$ cat src/rtl/mem_access_pkg.sv
`default_nettype none
// ============================================================================
// Module      : mem_access_pkg
// Description : Shared defines for the memory-access stage: EX-stage operation
//               codes for loads/stores, data-SRAM size encodings and small
//               decode helpers used by mem_access and mem_align.
// Revision    : 1.0 - initial release
// ============================================================================
package mem_access_pkg;

    // Load/store operation codes (shared EXE_*_OP encoding)
    localparam logic [7:0] EXE_LB_OP  = 8'b1110_0000;
    localparam logic [7:0] EXE_LH_OP  = 8'b1110_0001;
    localparam logic [7:0] EXE_LW_OP  = 8'b1110_0011;
    localparam logic [7:0] EXE_LBU_OP = 8'b1110_0100;
    localparam logic [7:0] EXE_LHU_OP = 8'b1110_0101;
    localparam logic [7:0] EXE_SB_OP  = 8'b1110_1000;
    localparam logic [7:0] EXE_SH_OP  = 8'b1110_1001;
    localparam logic [7:0] EXE_SW_OP  = 8'b1110_1011;

    // Data SRAM transfer size encodings
    localparam logic [1:0] c_size_byte = 2'd0;
    localparam logic [1:0] c_size_half = 2'd1;
    localparam logic [1:0] c_size_word = 2'd2;

    // True for any of the eight supported load/store operations
    function automatic logic is_mem_op(input logic [7:0] op);
        case (op)
            EXE_LB_OP, EXE_LH_OP, EXE_LW_OP, EXE_LBU_OP, EXE_LHU_OP,
            EXE_SB_OP, EXE_SH_OP, EXE_SW_OP: is_mem_op = 1'b1;
            default:                         is_mem_op = 1'b0;
        endcase
    endfunction

    // True for the five load operations
    function automatic logic is_load_op(input logic [7:0] op);
        case (op)
            EXE_LB_OP, EXE_LH_OP, EXE_LW_OP,
            EXE_LBU_OP, EXE_LHU_OP: is_load_op = 1'b1;
            default:                is_load_op = 1'b0;
        endcase
    endfunction

endpackage : mem_access_pkg
`default_nettype wire

$ cat src/rtl/mem_access_align.sv
`default_nettype none
// ============================================================================
// Module      : mem_align
// Description : Purely combinational lane logic for the memory-access stage.
//               Decodes the operation, checks natural alignment, builds the
//               store byte strobes / replicated store data and extracts and
//               sign- or zero-extends the load result from the read word.
// Ports       : i_op        operation code (EXE_*_OP)
//               i_addr_lo   address bits [1:0]
//               i_st_data   store source data (rt)
//               i_rdata     raw SRAM read word
//               o_is_mem    op is a supported load/store
//               o_is_load   op is a load
//               o_misalign  address violates natural alignment for the op
//               o_size      SRAM transfer size
//               o_wstrb     byte write enables (0000 for loads)
//               o_wdata     lane-replicated store data (0 for loads)
//               o_ld_data   extended load result (0 for non-loads)
// Revision    : 1.0 - initial release
// ============================================================================
module mem_align
    import mem_access_pkg::*;
(
    input  logic [7:0]  i_op,
    input  logic [1:0]  i_addr_lo,
    input  logic [31:0] i_st_data,
    input  logic [31:0] i_rdata,
    output logic        o_is_mem,
    output logic        o_is_load,
    output logic        o_misalign,
    output logic [1:0]  o_size,
    output logic [3:0]  o_wstrb,
    output logic [31:0] o_wdata,
    output logic [31:0] o_ld_data
);

    logic [7:0]  w_byte;
    logic [15:0] w_half;

    // Byte and halfword lanes addressed by the low address bits
    always_comb begin
        w_byte = i_rdata[7:0];
        case (i_addr_lo)
            2'd0:    w_byte = i_rdata[7:0];
            2'd1:    w_byte = i_rdata[15:8];
            2'd2:    w_byte = i_rdata[23:16];
            default: w_byte = i_rdata[31:24];
        endcase
        w_half = i_addr_lo[1] ? i_rdata[31:16] : i_rdata[15:0];
    end

    always_comb begin
        o_is_mem   = is_mem_op(i_op);
        o_is_load  = is_load_op(i_op);
        o_misalign = 1'b0;
        o_size     = c_size_word;
        o_wstrb    = 4'b0000;
        o_wdata    = 32'h0;
        o_ld_data  = 32'h0;
        case (i_op)
            EXE_LB_OP: begin
                o_size    = c_size_byte;
                o_ld_data = {{24{w_byte[7]}}, w_byte};
            end
            EXE_LBU_OP: begin
                o_size    = c_size_byte;
                o_ld_data = {24'h0, w_byte};
            end
            EXE_LH_OP: begin
                o_size     = c_size_half;
                o_misalign = i_addr_lo[0];
                o_ld_data  = {{16{w_half[15]}}, w_half};
            end
            EXE_LHU_OP: begin
                o_size     = c_size_half;
                o_misalign = i_addr_lo[0];
                o_ld_data  = {16'h0, w_half};
            end
            EXE_LW_OP: begin
                o_size     = c_size_word;
                o_misalign = |i_addr_lo;
                o_ld_data  = i_rdata;
            end
            EXE_SB_OP: begin
                o_size  = c_size_byte;
                o_wstrb = 4'b0001 << i_addr_lo;
                o_wdata = {4{i_st_data[7:0]}};
            end
            EXE_SH_OP: begin
                o_size     = c_size_half;
                o_misalign = i_addr_lo[0];
                o_wstrb    = 4'b0011 << i_addr_lo;
                o_wdata    = {2{i_st_data[15:0]}};
            end
            EXE_SW_OP: begin
                o_size     = c_size_word;
                o_misalign = |i_addr_lo;
                o_wstrb    = 4'b1111;
                o_wdata    = i_st_data;
            end
            default: begin
                o_size = c_size_word;
            end
        endcase
    end

endmodule : mem_align
`default_nettype wire

$ cat src/rtl/mem_access.sv
`default_nettype none
// ============================================================================
// Module      : mem_access
// Description : Memory-access stage bridging the EX stage to a data SRAM with
//               a request/addr_ok/data_ok handshake. One outstanding
//               transaction at most; misaligned accesses raise adel/ades
//               without touching the SRAM; flushes abandon or drain the
//               transaction in flight.
// Ports       : clk, rst                      clock, synchronous active-high reset
//               ex_valid/ex_op/ex_addr/ex_wdata  instruction from EX
//               flush                         pipeline flush
//               sram_req/wr/size/addr/wstrb/wdata  SRAM request channel
//               sram_addr_ok/data_ok/rdata    SRAM handshake and read data
//               mem_stall                     hold upstream pipeline
//               res_valid/res_data            completion pulse and load result
//               adel/ades/badvaddr            address-error pulses and address
// Revision    : 1.0 - initial release
// ============================================================================
module mem_access
    import mem_access_pkg::*;
#(
    parameter int DATA_W = 32
)
(
    input  logic              clk,
    input  logic              rst,
    input  logic              ex_valid,
    input  logic [7:0]        ex_op,
    input  logic [DATA_W-1:0] ex_addr,
    input  logic [DATA_W-1:0] ex_wdata,
    input  logic              flush,
    output logic              sram_req,
    output logic              sram_wr,
    output logic [1:0]        sram_size,
    output logic [DATA_W-1:0] sram_addr,
    output logic [3:0]        sram_wstrb,
    output logic [DATA_W-1:0] sram_wdata,
    input  logic              sram_addr_ok,
    input  logic              sram_data_ok,
    input  logic [DATA_W-1:0] sram_rdata,
    output logic              mem_stall,
    output logic              res_valid,
    output logic [DATA_W-1:0] res_data,
    output logic              adel,
    output logic              ades,
    output logic [DATA_W-1:0] badvaddr
);

    localparam logic [1:0] c_st_idle    = 2'd0;
    localparam logic [1:0] c_st_addr    = 2'd1;
    localparam logic [1:0] c_st_data    = 2'd2;
    localparam logic [1:0] c_st_discard = 2'd3;

    logic [1:0]        r_state;
    logic [1:0]        w_next_state;
    logic              w_capture;

    // Request captured when leaving IDLE; drives ADDR-phase fields and the
    // load extraction in DATA.
    logic [7:0]        r_op;
    logic [DATA_W-1:0] r_addr;
    logic [DATA_W-1:0] r_wdata;

    // Set for the first cycle after reset so that an instruction already
    // sitting in EX cannot issue before the SRAM side is out of reset too.
    logic              r_rst_q;

    logic              w_idle;
    logic [7:0]        w_sel_op;
    logic [DATA_W-1:0] w_sel_addr;
    logic [DATA_W-1:0] w_sel_wdata;

    logic              w_is_mem;
    logic              w_is_load;
    logic              w_misalign;
    logic [1:0]        w_size;
    logic [3:0]        w_wstrb;
    logic [DATA_W-1:0] w_wdata;
    logic [DATA_W-1:0] w_ld_data;

    // In IDLE the request is built straight from EX so it can go out in the
    // same cycle; afterwards it is rebuilt from the captured copy.
    assign w_idle      = (r_state == c_st_idle);
    assign w_sel_op    = w_idle ? ex_op    : r_op;
    assign w_sel_addr  = w_idle ? ex_addr  : r_addr;
    assign w_sel_wdata = w_idle ? ex_wdata : r_wdata;

    mem_align u_mem_align (
        .i_op       (w_sel_op),
        .i_addr_lo  (w_sel_addr[1:0]),
        .i_st_data  (w_sel_wdata),
        .i_rdata    (sram_rdata),
        .o_is_mem   (w_is_mem),
        .o_is_load  (w_is_load),
        .o_misalign (w_misalign),
        .o_size     (w_size),
        .o_wstrb    (w_wstrb),
        .o_wdata    (w_wdata),
        .o_ld_data  (w_ld_data)
    );

    always_ff @(posedge clk) begin
        if (rst) begin
            r_state <= c_st_idle;
            r_rst_q <= 1'b1;
            r_op    <= 8'h0;
            r_addr  <= '0;
            r_wdata <= '0;
        end else begin
            r_state <= w_next_state;
            r_rst_q <= 1'b0;
            if (w_capture) begin
                r_op    <= ex_op;
                r_addr  <= ex_addr;
                r_wdata <= ex_wdata;
            end
        end
    end

    always_comb begin
        w_next_state = r_state;
        w_capture    = 1'b0;
        sram_req     = 1'b0;
        sram_wr      = 1'b0;
        sram_size    = 2'd0;
        sram_addr    = '0;
        sram_wstrb   = 4'b0000;
        sram_wdata   = '0;
        mem_stall    = 1'b0;
        res_valid    = 1'b0;
        res_data     = '0;
        adel         = 1'b0;
        ades         = 1'b0;
        badvaddr     = '0;

        case (r_state)
            c_st_idle: begin
                // Flush squashes both the request and any address error
                if (ex_valid && w_is_mem && !flush && !r_rst_q) begin
                    if (w_misalign) begin
                        adel     = w_is_load;
                        ades     = !w_is_load;
                        badvaddr = ex_addr;
                    end else begin
                        sram_req     = 1'b1;
                        mem_stall    = 1'b1;
                        w_capture    = 1'b1;
                        w_next_state = sram_addr_ok ? c_st_data : c_st_addr;
                    end
                end
            end

            c_st_addr: begin
                sram_req  = 1'b1;
                mem_stall = 1'b1;
                if (flush) begin
                    // Once accepted the SRAM owes a response that must be drained
                    w_next_state = sram_addr_ok ? c_st_discard : c_st_idle;
                end else if (sram_addr_ok) begin
                    w_next_state = c_st_data;
                end
            end

            c_st_data: begin
                if (sram_data_ok) begin
                    w_next_state = c_st_idle;
                    if (!flush) begin
                        res_valid = 1'b1;
                        res_data  = w_ld_data;
                    end
                end else begin
                    mem_stall = 1'b1;
                    if (flush) begin
                        w_next_state = c_st_discard;
                    end
                end
            end

            c_st_discard: begin
                // Hold a waiting load/store until the stale response is gone
                mem_stall = ex_valid && is_mem_op(ex_op);
                if (sram_data_ok) begin
                    w_next_state = c_st_idle;
                end
            end

            default: begin
                w_next_state = c_st_idle;
            end
        endcase

        if (sram_req) begin
            sram_wr    = !w_is_load;
            sram_size  = w_size;
            sram_addr  = w_sel_addr;
            sram_wstrb = w_wstrb;
            sram_wdata = w_wdata;
        end

        // All outputs are quiet while reset is asserted
        if (rst) begin
            w_capture  = 1'b0;
            sram_req   = 1'b0;
            sram_wr    = 1'b0;
            sram_size  = 2'd0;
            sram_addr  = '0;
            sram_wstrb = 4'b0000;
            sram_wdata = '0;
            mem_stall  = 1'b0;
            res_valid  = 1'b0;
            res_data   = '0;
            adel       = 1'b0;
            ades       = 1'b0;
            badvaddr   = '0;
        end
    end

endmodule : mem_access
`default_nettype wire
$ cat config.mk
export PLATFORM = sky130hd
export DESIGN_NAME = mem_access
export DESIGN_NICKNAME = d
export VERILOG_FILES = /design/src/rtl/mem_access_pkg.sv /design/src/rtl/mem_access_align.sv /design/src/rtl/mem_access.sv
export SDC_FILE = /design/constraint.sdc
export NUM_CORES = 1
export LEC_CHECK = 0
export ABC_AREA = 1
export ABC_CLOCK_PERIOD_IN_PS = 2700
export BUFFER_PORTS_ARGS = -buffer_cell sky130_fd_sc_hd__buf_2
export CAP_MARGIN = 20
export CORE_MARGIN = 2
export CORE_UTILIZATION = 49
export CTS_BUF_LIST = sky130_fd_sc_hd__clkbuf_4
export CTS_CLUSTER_DIAMETER = 30
export CTS_CLUSTER_SIZE = 14
export DETAILED_ROUTE_END_ITERATION = 10
export GPL_TIMING_DRIVEN = 0
export MAX_ROUTING_LAYER = met4
export PLACE_DENSITY = 0.84
export SLEW_MARGIN = 20
export SYNTH_ARGS = -nofsm -noshare
export SYNTH_HDL_FRONTEND = slang
export SYNTH_SLANG_ARGS = --single-unit
$ cat constraint.sdc
create_clock -name clk -period 2.7 [get_ports clk]
set_clock_uncertainty 0.15 [all_clocks]
set_input_delay 0.405 -clock clk [delete_from_list [all_inputs] [get_ports clk]]
set_output_delay 0.405 -clock clk [all_outputs]
set_load 0.02 [all_outputs]
; Yosys cells after proc, flatten, opt, wreduce, memory -nomap -nowiden
; Index checks and enable logic that the tools add are counted.
; W data, S select, Z words.
[word_totals]
register_bits = 75
inputBits = 110
out_inout_bits = 140
wordCells = 114
[op_classes]
eq_ne = 26
shifts = 2
mux = 64
reduce_logical = 17
[op_table]
columns = operator, count
row1 = $mux W32, 14
row2 = $pmux W32 S5, 1
row3 = $eq A8 B8 Y1 const B, 16
row4 = $pmux W32 S3, 1
row5 = $mux W1, 26
row6 = $pmux W8 S3, 1
row7 = $mux W2, 11
row8 = $mux W16, 1
row9 = $reduce_or A8 Y1, 2
row10 = $pmux W4 S3, 1
row11 = $mux W4, 2
row12 = $mux W8, 1
row13 = $pmux W2 S4, 1
row14 = $eq A2 B2 Y1 const B, 3
row15 = $ne A3 B3 Y1 const B, 2
row16 = $reduce_or A3 Y1, 2
row17 = $reduce_and A5 Y1, 1
row18 = $reduce_or A5 Y1, 1
row19 = $eq A2 B1 Y1 const B, 2
row20 = $logic_and A1 B1 Y1, 4
row21 = $logic_not A2 Y1, 2
row22 = $ne A2 B2 Y1 const B, 2
row23 = $pmux W1 S2, 2
row24 = $pmux W1 S4, 1
row25 = other kinds (6), 9

; Depth between registers and ports, before layout
; Gate-level depths: netlist of the first run.
[logic_depth]
depth_word = 12
depth_mapped = 17

; Cells and area by module
; From an unflattened synthesis of the first run, not the netlist that was laid out.
[hier_totals]
hier_cells = 1096
area_unflattened_um2 = 5992.0
[modules_own_cells]
columns = mod, n_inst, cells_each, area_each_um2, seq_area_each_um2
row1 = mem_access, 1, 754, 4463.0, 1501.4
row2 = mem_align, 1, 342, 1529.0, 0.0

; Worst setup path before layout of the first run
; OpenSTA, ideal clock, no wires.
[synth_timing]
path_kind = reg2out
from = reg r_state[0]
to = out badvaddr[22]
t_arrival_ns = 2.165
t_required_ns = 2.145
slack_ns = -0.020
stages_incl_launch_ff = 14
path_buffers = 2
path_cell_list = dfxtp_1 nor2_2 buf_4 nand2_1 nand2_2 nand2_1 nor2_1 nand2_1 nand2_1 nand2_1 nand2_2 nand2_2 buf_2 nor3_1
[synth_via]
elab_chain_len = 11
word_cells_on_any_way = 24
classes_between = eq/ne: 8 / mux: 8 / reduce/logical: 8
[synth_lines]
columns = item, line_no
row1 = start: declaration, mem_access.sv:54  ; logic [1:0] r_state;
row2 = start signal: assignment, mem_access.sv:104  ; r_state <= c_st_idle;
row3 = start signal: assignment, mem_access.sv:110  ; r_state <= w_next_state;
row4 = $logic_not A2 Y1 (*), "mem_access.sv:83, mem_access.sv:136"
row5 = $mux W8, mem_access.sv:84  ; assign w_sel_op = w_idle ? ex_op : r_op;
row6 = "$eq A8 B8 Y1, on equally long branches", "mem_access_pkg.sv:28, mem_access_align.sv:60"
row7 = $reduce_or A8 Y1, mem_access_pkg.sv:28  ; case (op)
row8 = $mux W1, mem_access_pkg.sv:28
row9 = $logic_and A1 B1 Y1 (3 in series), mem_access.sv:139  ; if (ex_valid && w_is_mem && !flush && !r_rst_q) begin
row10 = $mux W32, mem_access.sv:139
row11 = $mux W32 (*), mem_access.sv:136  ; case (r_state)
row12 = $mux W32 (*), mem_access.sv:201  ; if (rst) begin
row13 = end: declaration, mem_access.sv:46  ; output logic [DATA_W-1:0] badvaddr
; Every way passes the cells marked *; elsewhere a longest branch is shown, timed or not.

; Worst setup path after layout of the first run
[layout_timing]
from = reg r_state[0]
to = out sram_wdata[10]
[layout_via]
elab_chain_len = 12
word_cells_on_any_way = 28
classes_between = eq/ne: 9 / mux: 11 / reduce/logical: 8
[layout_lines]
columns = item, line_no
row1 = $logic_not A2 Y1, "mem_access.sv:83, mem_access.sv:136"
row2 = $mux W8, mem_access.sv:84
row3 = "$eq A8 B8 Y1, on equally long branches", "mem_access_pkg.sv:28, mem_access_align.sv:60"
row4 = $reduce_or A8 Y1, mem_access_pkg.sv:28
row5 = $mux W1, mem_access_pkg.sv:28
row6 = $logic_and A1 B1 Y1 (3 in series), mem_access.sv:139
row7 = $mux W1, mem_access.sv:139
row8 = $pmux W1 S2, mem_access.sv:136
row9 = $mux W32 (*), mem_access.sv:192  ; if (sram_req) begin
row10 = $mux W32 (*), mem_access.sv:201
row11 = end: declaration, mem_access.sv:37  ; output logic [DATA_W-1:0] sram_wdata,
; Marked as above.

==> results of run 1 <==
[metal layers]
metal	routed length (um)	share of wire	track usage
met1	9810	0.32	0.455
met2	13400	0.44	0.606
met3	4490	0.15	0.0535
met4	2760	0.091	0.167
met5	0	0	-
[worst max-delay path, cell delays in order (launching register included)]
cell	delay, ns
dfxtp_4	0.40
nor2_4	0.22
buf_6	0.17
nand2_1	0.24
nand2_4	0.22
nor2_4	0.07
buf_6	0.12
nand2_4	0.05
nand2_2	0.05
nand2_2	0.19
nand4_1	0.14
nand2_2	0.16
nand2_4	0.08
buf_12	0.17
buf_8	0.15
a21oi_4	0.14
buf_6	0.14
[cell families after synthesis]
logic type      count (synthesis)  synth area share
buf+inv                       182             0.138
compound gates                217             0.220
flops                          75             0.273
simple gates                  470             0.364
mux                             3           0.00546
[area by class of cell]
cell class,instances,share of cell area
Tap cell,140,0.0188
Inverter,120,0.0494
Buffer,62,0.0549
Clock inverter,6,0.00955
Sequential cell,75,0.162
Antenna cell,2,0.000538
Timing Repair Buffer,308,0.254
Clock buffer,9,0.00727
Multi-Input combinational cell,690,0.443
[cells in the mapped netlist (all sizes together), types with 7 or more instances]
cell type / number
a22oi: 7
a31oi: 19
dfxtp: 75
buf: 37
a21oi: 97
nor3: 40
nand3: 63
o22ai: 9
inv: 120
nor2: 141
o211ai: 12
clkbuf: 25
nand2: 216
o21ai: 62
[what timing repair did]
action                                  4_1_cts  5_1_grt
hold buffers                                  1        0
cloned                                        3        5
gates resized for setup                     226      282
endpoints found under the hold margin         1        0
endpoints found under the setup margin      147      161
pin swaps                                    14       22
buffers inserted                             31       19
[final timing paths]
| kind | startpoint | endpoint | slack (ns) | depth (start not counted) |
|---|---|---|---|---|
| worst max-delay path | r_state[0] | sram_wdata[10] | -1.0 | 16 |
| worst min-delay path | ex_wdata[1] | r_wdata[1] | 0.05 | 3 |
| worst max register to register | r_state[0] | r_addr[18] | -0.57 | 16 |
| worst min register to register | r_wdata[8] | r_wdata[8] | 0.32 | 2 |
[power breakdown]
group	leakage, nW	internal, mW	switching [mW]
Clock	0.0784	0.372	0.474
Sequential	0.606	1.11	0.00275
Combinational	3.50	0.167	0.322
[sequential cells by signal (all words and copies together), names as in the netlist]
register	cells
r_op	8
r_state	2
r_rst_q	1
r_addr	32
r_wdata	32
[stage by stage]
step / std cells / TNS (ns) / setup WS, ns / util
after floorplan: 947 / -0.576 / -0.0199 / -
after global placement: 1336 / -57.40 / -0.665 / 0.636
after detailed placement: 1336 / -58.09 / -0.656 / 0.636
after CTS: 1386 / -51.27 / -0.473 / 0.740
after global routing: 1412 / -137.32 / -0.977 / 0.854
final: 1412 / -140.49 / -0.995 / 0.854
==> results_dict.tcl, run 1 <==
set metrics [dict create \
    htree_levels 3 \
    netlist_area_mm2 0.00550 \
    fin_nets 1376 \
    async_flop_share 0 \
    violations "DRC, setup timing" \
    grt_max_degree 14 \
    setup_ws_ns -0.995 \
    fin_area_mm2 0.00930 \
    fmax_mhz 271 \
    ys_types 37 \
    p_leak_nw 4.18 \
    whs_ns 0.0483 \
    synth_nets 1057 \
    root_buffer "clkbuf_4" \
    wl_per_cell_um 21.5 \
    worstPathRequired_ns 2.14 \
    dp.final_hpwl_mm 15.8 \
    area_growth_syn_to_layout_pct 68.9 \
    coreArea_mm2 0.0109 \
    path_clk_slew_ns 0.13 \
    synth.area.top_cells "dfxtp_1 (27%), nand2_1 (14%), nor2_1 (9.3%)" \
    die_w_um 110 \
    holdCritPathClass "in -> reg" \
    grt_first_pass_wirelength_mm 34.6 \
    cts_tree "yes" \
    relSlewSlack 0.165 \
    ys_ff_latch 75 \
    ios 250 \
    clock_sinks 75 \
    final_cell_mix "nand2_1 (183), buf_2 (127), buf_4 (124)" \
    cp_max_fo 6 \
    drv_slew 0 \
    initial_core_util 0.506 \
    netlist_instances 947 \
    finalWeightedCongestion 0.983 \
    drive_gt1_frac 0.417 \
    clk_latency_ns 0.44 \
    ant_nets 0 \
    tightestPinTransition_ns 1.25 \
    yosys.area.top_type "dfxtp_1" \
    drt-initial-drc-count 1821 \
    crit_path_end_kind "output port" \
    io_buffers 249 \
    setup_violations 212 \
    synth_edf_count 0 \
    finalCritPeriodShare 1.37 \
    rows 38 \
    cap_viol_max_count 0 \
    syn_area_per_cell_um2 5.81 \
    rsz0062_at_grt "true" \
    peakVddDrop_v 0.000331 \
    die_area_mm2 0.0121 \
    synthDominantCellAreaShare 0.273 \
    first_pass_iters 11 \
    grt_pass1_vias 7036 \
    crit_type "reg -> out" \
    totalPowerFinal_mw 2.45 \
    antenna_found_initial 2 \
    yosysSeqAreaShare 0.273 \
    multiInputGateArea_mm2 0.00412 \
    arrival_ns 3.14 \
    dieHeight_um 110 \
    clockBufferDepth 2 \
    ys.flop_type "dfxtp_1" \
    fin_crit_ns 3.70 \
    final_common_cell "nand2_1" \
    yosys_warnings 0 \
    place_area_mm2 0.00693 \
    start_kind "flop" \
    via_per_inst 6.50 \
    cts_buffers 9 \
    status "finished, violations left" \
    hold_viol 0 \
    drt_wl_total_mm 30.4 \
    grt_usage 0.372 \
    fillers 578 \
    grt_overflow 0 \
    regArea_mm2 0.00151 \
    num_vias 9180 \
    drc 45 \
    power_density_mw_per_mm2 263 \
]
No activity file was read; power rests on OpenSTA's default activity.
==> run 2, diff against run 1 <==
ABC_CLOCK_PERIOD_IN_PS = 4500   (was 2700)
CORE_UTILIZATION = 53   (was 49)
PLACE_DENSITY = 0.9   (was 0.84)
clock period = 4.5 ns   (was 2.7 ns; I/O delays follow)
==> run 2 against run 1 <==
  * The run now ends clean
  * Combinational power fell by 58%
  * Largest cell class unchanged
  * Routed wire length fell by 34%
  * Core utilization fell by 16 points
  * Register-to-register slack better by 2.4 ns
  * First-iteration DRC count shrank 55%
  * Cell area shrank 24%
  * Count of clock-buffer cells in the layout rose by 1
  * Sequential share of layout area up 5.1 points
  * Global-route usage decreased by 1.6 points
==> results_dict.tcl, run 2 (synthesized netlist as in run 1, its figures left out) <==
set metrics [dict create \
    path_clk_slew_ns 0.11 \
    via_per_inst 5.51 \
    finalWeightedCongestion 1.00 \
    drv_slew 0 \
    crit_path_end_kind "output port" \
    drt-initial-drc-count 816 \
    worstPathRequired_ns 3.67 \
    die_area_mm2 0.0112 \
    area_growth_syn_to_layout_pct 28.1 \
    postCtsSetupBuffers 0 \
    dieHeight_um 106 \
    crit_chain "inv_2, nand2_1, buf_6, nand2_1, nand2_2, inv_1, nand2_1, nor2_1, inv_1, nor2_1, o211ai_1, a21oi_1, buf_2" \
    drt_wl_total_mm 20.2 \
    r2r_setup_slack_ns 1.79 \
    grt_overflow 0 \
    grt_first_pass_wirelength_mm 31.7 \
    hold_depth 1 \
    first_pass_iters 5 \
    cp_max_fo 10 \
    place_area_mm2 0.00692 \
    hold_buffers 0 \
    p_leak_nw 3.57 \
    dp_worst_setup_slack_ns 0.778 \
    initial_core_util 0.540 \
    grt_pass1_vias 6516 \
    coreArea_mm2 0.0102 \
    final_common_cell "buf_2" \
    fmax_mhz 246 \
    drive_gt1_frac 0.263 \
    clock_sinks 75 \
    dp.final_hpwl_mm 15.6 \
    setup_violations 0 \
    cts_tree "yes" \
    critPathCapture "sram_wdata[20]" \
    ios 250 \
    arrival_ns 3.24 \
    status "finished, final reports clean" \
    cpMaxStageDelayCell "nor2_1" \
    num_vias 7417 \
    cts-resized-gates 0 \
    io_buffers 249 \
    reg2reg_to "r_wdata[14]" \
    final_cell_mix "buf_2 (268), nand2_1 (207), nor2_1 (136)" \
    grt_usage 0.356 \
    clk_latency_ns 0.41 \
    tightestPinTransition_ns 0.708 \
    power_density_mw_per_mm2 182 \
    finalSetupTns_ns 0 \
    r2r_start "r_state[1]" \
    slowest_delay_ns 0.59 \
    crit_path_start "r_state[1]" \
    fin_crit_ns 4.06 \
    htree_levels 3 \
    fillers 1015 \
    setup_ws_ns 0.440 \
    relSlewSlack 0.526 \
    cts_buffers 9 \
    reg2reg_depth 11 \
    root_buffer "clkbuf_4" \
    grt_max_degree 13 \
    rows 37 \
    cap_viol_max_count 0 \
    hold_viol 0 \
    ant_nets 0 \
    antenna_found_initial 0 \
    wl_per_cell_um 15.0 \
    holdCritPathClass "in -> reg" \
    largest_registers "r_addr (32), r_wdata (32), r_op (8)" \
    drc 0 \
    start_kind "flop" \
    crit_type "reg -> out" \
    rsz0062_at_grt "false" \
    final_cells 1347 \
    finalCritPeriodShare 0.902 \
    die_w_um 106 \
    fin_nets 1317 \
    crit_top_cell "nand2_1" \
    antenna_cells 0 \
    fin_area_mm2 0.00705 \
    dpl.cell_count 1332 \
    peakVddDrop_v 0.000144 \
    totalPowerFinal_mw 1.29 \
    clockBufferDepth 2 \
]
-- run 2: changes by cell type in the layout (fill, tap and decap cells not counted), sizes merged, moves of 2 or more --
cell      previous run  this run
buf                345       286
clkbuf              33        35
clkinv               1         3
clkinvlp             3         1
diode                2         0
-- run 2: critical path: cells and delay by family (launching register included) --
kind,cells,cell delay [ns]
flip-flops,1,0.38
AO/OA/AOI/OAI,2,0.36
AND/OR/NAND/NOR,6,1.24
buffers and inverters,5,0.84
-- run 2: area by class of cell --
type | instances | area (um2) | area share
inverter | 120 | 450 | 0.0639
multi-input combinational | 690 | 3240 | 0.460
sequential | 75 | 1500 | 0.213
clock inverter | 5 | 55.1 | 0.00781
buffer | 62 | 308 | 0.0437
clock buffer | 10 | 75.1 | 0.0106
tap | 136 | 170 | 0.0241
timing repair buffer | 249 | 1250 | 0.177
-- run 2: report_power, final --
part / leakage, nW / switching (mW) / internal [mW]
clock: 0.0699 / 0.240 / 0.171
combinational: 2.89 / 0.132 / 0.0749
sequential: 0.604 / 0.00139 / 0.666
total: 3.57 / 0.373 / 0.913
-- run 2: worst min path at each step --
stage                        from      end  slack [ns]
after CTS                     rst  r_rst_q        0.23
after global routing          rst  r_rst_q        0.22
after global placement    r_op[5]  r_op[5]        0.29
after detailed placement  r_op[5]  r_op[5]        0.29
after floorplan           r_op[5]  r_op[5]        0.28
final                         rst  r_rst_q        0.25
-- run 2: routing by layer --
layer / vias to the layer above / GRT usage / share of wire
met5: - / - / 0
met4: 0 / 0.117 / 0.030
met3: 53 / 0.0540 / 0.092
met2: 426 / 0.585 / 0.47
met1: 3337 / 0.451 / 0.41
li1: 3601 / - / -
-- run 2: stage by stage --
stage,utilization,hold slack (ns)
final,0.692,0.249
after global routing,0.692,0.220
after CTS,0.692,0.229
after detailed placement,0.679,0.294
after global placement,0.679,0.288
after floorplan,-,0.276
